<file path="src/rtl/sdram_arb_pkg.sv">
// -----------------------------------------------------------------------------
// sdram_arb_pkg
// Shared definitions for the SDRAM write-port arbiter:
//   ADDR_W_DEF / DATA_W_DEF : default word address / pixel data widths
//   arbState_t              : 2-bit arbiter state encoding
//   oneHotToIdx()           : one-hot (up to 8 bits) to binary index
// -----------------------------------------------------------------------------
package sdram_arb_pkg;

    localparam int ADDR_W_DEF = 24;   // bank(2) + row(13) + col(9)
    localparam int DATA_W_DEF = 16;   // RGB565

    typedef enum logic [1:0] {
        ST_IDLE    = 2'd0,
        ST_ISSUE   = 2'd1,
        ST_WAIT    = 2'd2,
        ST_RELEASE = 2'd3
    } arbState_t;

    // Callers guarantee at most one bit set; an all-zero vector maps to 0.
    function automatic logic [2:0] oneHotToIdx(input logic [7:0] oneHot);
        logic [2:0] idx;
        idx = '0;
        for (int i = 0; i < 8; i++) begin
            if (oneHot[i]) begin
                idx = 3'(i);
            end
        end
        return idx;
    endfunction

endpackage

</file>
<file path="src/rtl/sdram_wr_arbiter_rr_pick.sv">
// -----------------------------------------------------------------------------
// rr_pick
// Combinational rotate-priority encoder. Scans the request vector starting at
// rrPtr and wrapping around; the first set bit wins.
// Ports:
//   req       in   N     request vector
//   rrPtr     in   IW    index with highest priority
//   winOneHot out  N     one-hot winner (all zero when no request)
//   winIdx    out  IW    binary index of the winner
//   anyReq    out  1     at least one request present
// -----------------------------------------------------------------------------
module rr_pick
    import sdram_arb_pkg::*;
#(
    parameter int N  = 4,
    parameter int IW = 2
) (
    input  logic [N-1:0]  req,
    input  logic [IW-1:0] rrPtr,
    output logic [N-1:0]  winOneHot,
    output logic [IW-1:0] winIdx,
    output logic          anyReq
);

    logic          found;
    logic [IW-1:0] cand;

    always_comb begin
        winOneHot = '0;
        found     = 1'b0;
        cand      = '0;
        for (int i = 0; i < N; i++) begin
            // Modulo keeps the scan correct for non power-of-two client counts.
            cand = IW'((int'(rrPtr) + i) % N);
            if (!found && req[cand]) begin
                winOneHot[cand] = 1'b1;
                found           = 1'b1;
            end
        end
    end

    assign winIdx = IW'(oneHotToIdx(8'(winOneHot)));
    assign anyReq = |req;

endmodule

</file>
<file path="src/rtl/sdram_wr_arbiter.sv">
// -----------------------------------------------------------------------------
// sdram_wr_arbiter
// Shares the single SDRAM controller write port among N_CLIENTS draw engines.
// One word per grant, round-robin between clients, with an optional per-client
// lock that keeps priority for back-to-back words.
//
// Handshake: sdram_wr_req is a level "valid" that rises one cycle after the
// registered address/data are set up and stays high until the controller
// returns a one-cycle sdram_wr_done ("ready/accepted"); the word is complete on
// the edge where both are high. sdram_wr_done is ignored in every other state.
// Clients see cli_gnt held from ISSUE through RELEASE and a one-cycle cli_done
// in RELEASE; they may change req/addr/data/lock on the edge that ends RELEASE.
//
// Ports:
//   clk, rst        clock, asynchronous active-high reset
//   en              1 = new grants allowed (in-flight word always completes)
//   cli_req/lock    per-client request and lock-for-next-word
//   cli_addr/data   packed per client, client k at [k*W +: W]
//   cli_gnt         one-hot grant, held ISSUE..RELEASE
//   cli_done        one-cycle pulse per written word
//   sdram_wr_*      registered address/data/request to the controller,
//                   sdram_wr_done is the controller completion pulse
//   busy            state != IDLE
//   timeout_err     sticky WAIT watchdog flag
//   dbgState        current arbiter state (arbState_t encoding)
//
// Configuration: define SDRAM_ARB_TIMEOUT_EN to enable a 16-bit WAIT watchdog
// that abandons a word after TIMEOUT_CYCLES WAIT cycles. Without it WAIT has
// no limit and timeout_err is tied low.
// -----------------------------------------------------------------------------
module sdram_wr_arbiter
    import sdram_arb_pkg::*;
#(
    parameter int N_CLIENTS      = 4,
    parameter int ADDR_W         = ADDR_W_DEF,
    parameter int DATA_W         = DATA_W_DEF,
    parameter int TIMEOUT_CYCLES = 1024
) (
    input  logic                          clk,
    input  logic                          rst,
    input  logic                          en,
    input  logic [N_CLIENTS-1:0]          cli_req,
    input  logic [N_CLIENTS-1:0]          cli_lock,
    input  logic [N_CLIENTS*ADDR_W-1:0]   cli_addr,
    input  logic [N_CLIENTS*DATA_W-1:0]   cli_data,
    output logic [N_CLIENTS-1:0]          cli_gnt,
    output logic [N_CLIENTS-1:0]          cli_done,
    output logic [ADDR_W-1:0]             sdram_wr_addr,
    output logic [DATA_W-1:0]             sdram_wr_data,
    output logic                          sdram_wr_req,
    input  logic                          sdram_wr_done,
    output logic                          busy,
    output logic                          timeout_err,
    output logic [1:0]                    dbgState
);

    localparam int IW = $clog2(N_CLIENTS);

    arbState_t            state;
    logic [IW-1:0]        rrPtr;
    logic [IW-1:0]        gntIdx;
    logic [IW-1:0]        pickIdx;
    logic [IW-1:0]        nextIdx;
    logic [N_CLIENTS-1:0] pickOneHot;
    logic                 anyReq;

    rr_pick #(
        .N  (N_CLIENTS),
        .IW (IW)
    ) uPick (
        .req       (cli_req),
        .rrPtr     (rrPtr),
        .winOneHot (pickOneHot),
        .winIdx    (pickIdx),
        .anyReq    (anyReq)
    );

    // Client after the current holder, wrapping for any client count.
    assign nextIdx  = (gntIdx == IW'(N_CLIENTS - 1)) ? '0 : gntIdx + 1'b1;
    assign busy     = (state != ST_IDLE);
    assign dbgState = state;

`ifdef SDRAM_ARB_TIMEOUT_EN
    localparam logic [15:0] WD_LAST = 16'(TIMEOUT_CYCLES - 1);
    logic [15:0] wdCnt;
`else
    assign timeout_err = 1'b0;
`endif

    always_ff @(posedge clk or posedge rst) begin
        if (rst) begin
            state         <= ST_IDLE;
            rrPtr         <= '0;
            gntIdx        <= '0;
            cli_gnt       <= '0;
            cli_done      <= '0;
            sdram_wr_addr <= '0;
            sdram_wr_data <= '0;
            sdram_wr_req  <= 1'b0;
`ifdef SDRAM_ARB_TIMEOUT_EN
            wdCnt         <= '0;
            timeout_err   <= 1'b0;
`endif
        end else begin
            // cli_done is a single-cycle pulse; only WAIT raises it.
            cli_done <= '0;
            case (state)
                ST_IDLE: begin
                    if (en && anyReq) begin
                        sdram_wr_addr <= cli_addr[pickIdx*ADDR_W +: ADDR_W];
                        sdram_wr_data <= cli_data[pickIdx*DATA_W +: DATA_W];
                        gntIdx        <= pickIdx;
                        cli_gnt       <= pickOneHot;
                        state         <= ST_ISSUE;
                    end
                end
                ST_ISSUE: begin
                    // Address/data have had one cycle of setup; raise the request.
                    sdram_wr_req <= 1'b1;
`ifdef SDRAM_ARB_TIMEOUT_EN
                    wdCnt        <= '0;
`endif
                    state        <= ST_WAIT;
                end
                ST_WAIT: begin
                    // Completion is checked first so it wins a tie with the watchdog.
                    if (sdram_wr_done) begin
                        sdram_wr_req <= 1'b0;
                        cli_done     <= cli_gnt;
                        state        <= ST_RELEASE;
                    end
`ifdef SDRAM_ARB_TIMEOUT_EN
                    else if (wdCnt == WD_LAST) begin
                        sdram_wr_req <= 1'b0;
                        cli_done     <= cli_gnt;
                        timeout_err  <= 1'b1;
                        state        <= ST_RELEASE;
                    end else begin
                        wdCnt <= wdCnt + 16'd1;
                    end
`endif
                end
                ST_RELEASE: begin
                    // A locking client keeps top priority for the next decision;
                    // if it also drops cli_req the scan simply moves past it.
                    rrPtr   <= cli_lock[gntIdx] ? gntIdx : nextIdx;
                    cli_gnt <= '0;
                    state   <= ST_IDLE;
                end
                default: begin
                    state <= ST_IDLE;
                end
            endcase
        end
    end

endmodule

</file>
<file path="config.mk">
export PLATFORM = sky130hd
export DESIGN_NAME = sdram_wr_arbiter
export DESIGN_NICKNAME = d
export VERILOG_FILES = /design/src/rtl/sdram_arb_pkg.sv /design/src/rtl/sdram_wr_arbiter_rr_pick.sv /design/src/rtl/sdram_wr_arbiter.sv
export SDC_FILE = /design/constraint.sdc
export NUM_CORES = 1
export LEC_CHECK = 0
export CAP_MARGIN = 15
export CORE_AREA = 2 2 108 110
export DETAILED_ROUTE_END_ITERATION = 8
export DIE_AREA = 0 0 110 112
export PLACE_DENSITY = 0.74
export SYNTH_ARGS = -nofsm -noshare
export SYNTH_HDL_FRONTEND = slang
export SYNTH_SLANG_ARGS = --single-unit
</file>
<file path="constraint.sdc">
create_clock -name clk -period 2.8 [get_ports clk]
set_input_delay 0.28 -clock clk [delete_from_list [all_inputs] [get_ports clk]]
set_output_delay 0.28 -clock clk [all_outputs]
set_load 0.005 [all_outputs]
</file>
==> impl_metrics.env <==
export IMPL_status="finished, final reports clean"
export IMPL_largest_net_degree_at_the_start_of_global_routing=82
export IMPL_ant_nets=0
export IMPL_maxCapViolCount=0
export IMPL_total_power_uw=6900
export IMPL_fmax_mhz=368
export IMPL_required_time_at_the_worst_slack_endpoint_ns=3.01
export IMPL_wl_per_cell_um=17.7
export IMPL_cts_hold_buf=0
export IMPL_floorplan_die_height_um=112
export IMPL_detailroute_via_count=4222
export IMPL_flow_area_growth_from_synthesis_pct=71.8
export IMPL_io_pin_count=225
export IMPL_cp_arrival_ns=2.93
export IMPL_tritoncts="built"
export IMPL_global_route_usage_total_pct=22.0
export IMPL_globalplace_congestion=0.847
export IMPL_post_route_worst_setup_slack_ns=0.0822
export IMPL_worst_hold_check_path_type="in -> async"
export IMPL_worst_r2r_startpoint="rrPtr[1]$_DFFE_PP0P_"
export IMPL_top_post_synthesis_cells_by_area="sky130_fd_sc_hd__dfrtp_1 (36%), sky130_fd_sc_hd__a21boi_0 (7.9%), sky130_fd_sc_hd__a221oi_1 (7.6%)"
export IMPL_cts_max_path_buffers=2
export IMPL_synth_largest_area_cell="sky130_fd_sc_hd__dfrtp_1"
export IMPL_first_global_vias=4326
export IMPL_relSlewSlack_pct=57.5
export IMPL_max_vdd_ir_drop_mv=1.00
export IMPL_power_density_mw_per_mm2=1060
export IMPL_final_period_utilization_pct=97.1
export IMPL_clk_insertion_delay_late_ns=0.29
export IMPL_place_port_buffers=223
export IMPL_std_cell_rows=39
export IMPL_die_w_um=110
export IMPL_vias_per_cell=5.39
export IMPL_nets=826
export IMPL_final_cell_count_no_fill=784
export IMPL_detail_route_drc_violations=0
export IMPL_dp_hpwl_um=10000
export IMPL_critical_path_startpoint_type="flip-flop"
export IMPL_ys_types=40
export IMPL_synth_yosys_seq_area_share_pct=36.1
export IMPL_synth_commonest_cells="sky130_fd_sc_hd__dfrtp_1 (55), sky130_fd_sc_hd__nor2_1 (47), sky130_fd_sc_hd__and3_1 (45), sky130_fd_sc_hd__a21oi_1 (43), sky130_fd_sc_hd__o21ai_0 (41)"
export IMPL_grt_setup_unrepaired="true"
export IMPL_synth_largest_type_area_fraction_pct=36.1
export IMPL_synthFlopType="sky130_fd_sc_hd__dfrtp_1"
export IMPL_count_of_final_max_slew_check_failures=0
export IMPL_syn_instance_count=434
export IMPL_timing_critical_path_to_type="flip-flop"
export IMPL_yosysWarningCount=0
export IMPL_number_of_storage_elements_in_the_synthesis_netlist=55
export IMPL_worstPathMaxFanout=20
export IMPL_globalRoute_busiestLayer="met2"
export IMPL_grt_first_pass_wirelength_um=21500
export IMPL_detail_route_iter0_violations=214
export IMPL_final_wirelength_um=13900
export IMPL_final_cell_area_mm2=0.00654
export IMPL_netlist_area_mm2=0.00381
export IMPL_syn_num_nets=618
export IMPL_met3_usage_pct=4.04
export IMPL_worst_setup_slack_for_register_to_register_paths_ns=0.08
export IMPL_cts_buffers=5
export IMPL_worstRegToRegCells=9
export IMPL_die_area_mm2=0.0123
export IMPL_power_static_leakage_uw=0.00265
export IMPL_dp_cells=776
export IMPL_shortest_clock_period_the_worst_path_allows_after_layout_ns=2.72
export IMPL_grt_overflow=0
export IMPL_grtUsageMet1_pct=27.3
export IMPL_grt_met2_usage_pct=39.8
export IMPL_antenna_found_initial=0
export IMPL_firstDrtPassIters=5
export IMPL_clock_pin_slew_on_the_worst_setup_and_hold_paths_ns=0.07
export IMPL_cell_with_the_most_instances_after_synthesis="sky130_fd_sc_hd__dfrtp_1"
export IMPL_antenna_cells=0
export IMPL_hold_violations=0
export IMPL_core_area_mm2=0.0112
export IMPL_clock_sinks=55
export IMPL_place_ws_ns=-0.0716
export IMPL_placed_cell_area_mm2=0.00633
export IMPL_postSynth_asyncResetShare_pct=100
export IMPL_ctsRootBufferMaster="sky130_fd_sc_hd__clkbuf_16"
export IMPL_start_util_pct=34.1
export IMPL_fin_skew_ns=0.00524
export IMPL_number_of_synthesized_flops_with_an_enable_pin=0
export IMPL_synthesis_area_per_instance_um2=8.78
export IMPL_r2r_end="sdram_wr_data[12]$_DFFE_PP0P_"
export IMPL_final_layout_size_suffix_gt1_share_pct=9.67
export IMPL_timing_worst_slew_pin_value_ns=0.636
export IMPL_final_setup_viol_count=0
export IMPL_h_tree_depth=2
export IMPL_cp_class="reg -> reg"
-- cells in the final DEF, fill, tap and decap left out, drive strengths merged, types with 2 or more instances in the layout --
master,synthesis,layout
dfrtp,55,55
a21oi,43,43
a21boi,40,40
mux4,4,4
mux2,4,4
inv,10,10
nand2,10,10
o21ai,48,48
clkbuf,30,6
nor2,48,48
buf,11,19
ha,12,12
and2,3,3
clkdlybuf4s50,0,223
mux2i,2,2
nand3,3,3
nand3b,2,2
nor2b,5,5
a221oi,43,43
a22oi,2,2
and3,45,45
-- worst max-delay path, stage by stage (launching register included) --
cell and delay, ns:
sky130_fd_sc_hd__dfrtp_1 0.37, sky130_fd_sc_hd__inv_2 0.07, sky130_fd_sc_hd__ha_4 0.29, sky130_fd_sc_hd__mux4_2 0.54, sky130_fd_sc_hd__or2_4 0.27, sky130_fd_sc_hd__o311ai_4 0.35, sky130_fd_sc_hd__buf_4 0.19, sky130_fd_sc_hd__buf_6 0.24
sky130_fd_sc_hd__a221oi_1 0.15, sky130_fd_sc_hd__a21oi_1 0.16
-- what timing repair did --
action | 4_1_cts | 5_1_grt
buffers inserted | 1 | 1
setup endpoints to repair | 2 | 41
gates resized for setup | 0 | 19
pin swaps | 1 | 1
-- per-stage QoR --
stage               hold slack [ns]  utilization (%)  setup TNS, ns
finish                        0.406             58.5              0
global route                  0.471             58.5        -0.0178
CTS                           0.429             57.9              0
detailed placement            0.515             56.6          -1.13
global placement              0.506             56.6              0
floorplan                     0.389                -              0
-- report_power, final --
group	total [uW]	internal, uW	switching, uW
registers	1410	1170	236
logic	4900	2390	2510
clock network	599	323	276
-- state kept, by name, summed over array words and instances, names as in the netlist --
register and cells:
sdram_wr_addr 24, gntIdx 2, sdram_wr_data 16, cli_gnt 4, cli_done 4, sdram_wr_req 1, rrPtr 2, dbgState 2
-- routing by layer --
layer | wire (um) | part of all wire [%]
met2 | 7380 | 53
met4 | 137 | 0.99
met5 | 0 | 0
met3 | 812 | 5.9
met1 | 5520 | 40
-- final cells by class --
type	count	area, um2
well taps	143	179
flip-flops and latches	55	1380
inverters	10	37.5
repair buffers	242	2510
multi-input cells	328	2310
clock buffers	6	129
fillers	990	4630
-- cells by family (layout without fill, tap and decap cells) --
family	Yosys count	after routing	share of synthesized area, %
AO/OA/AOI/OAI	186	186	34.4
adder cells (fa/ha/maj)	12	12	3.94
buffers and inverters	51	258	5.49
flip-flops	55	55	36.1
multiplexers	10	10	4.07
other	1	1	0.0985
AND/OR/NAND/NOR	119	119	15.9
-- worst max path at each step --
stage	start	slack [ns]	depth (start not counted)	endpoint
5_1_grt	rrPtr[1]$_DFFE_PP0P_	-0.007	9	sdram_wr_data[12]$_DFFE_PP0P_
6_report	rrPtr[1]$_DFFE_PP0P_	0.08	9	sdram_wr_data[12]$_DFFE_PP0P_
3_5_place_dp	cli_req[1]	-0.07	9	sdram_wr_addr[11]$_DFFE_PP0P_
2_1_floorplan	rrPtr[0]$_DFFE_PP0P_	0.009	10	sdram_wr_data[1]$_DFFE_PP0P_
4_1_cts	rrPtr[1]$_DFFE_PP0P_	0.01	9	sdram_wr_data[12]$_DFFE_PP0P_
3_3_place_gp	cli_req[1]	0.01	9	sdram_wr_addr[1]$_DFFE_PP0P_
No activity file was read; power rests on OpenSTA's default activity.
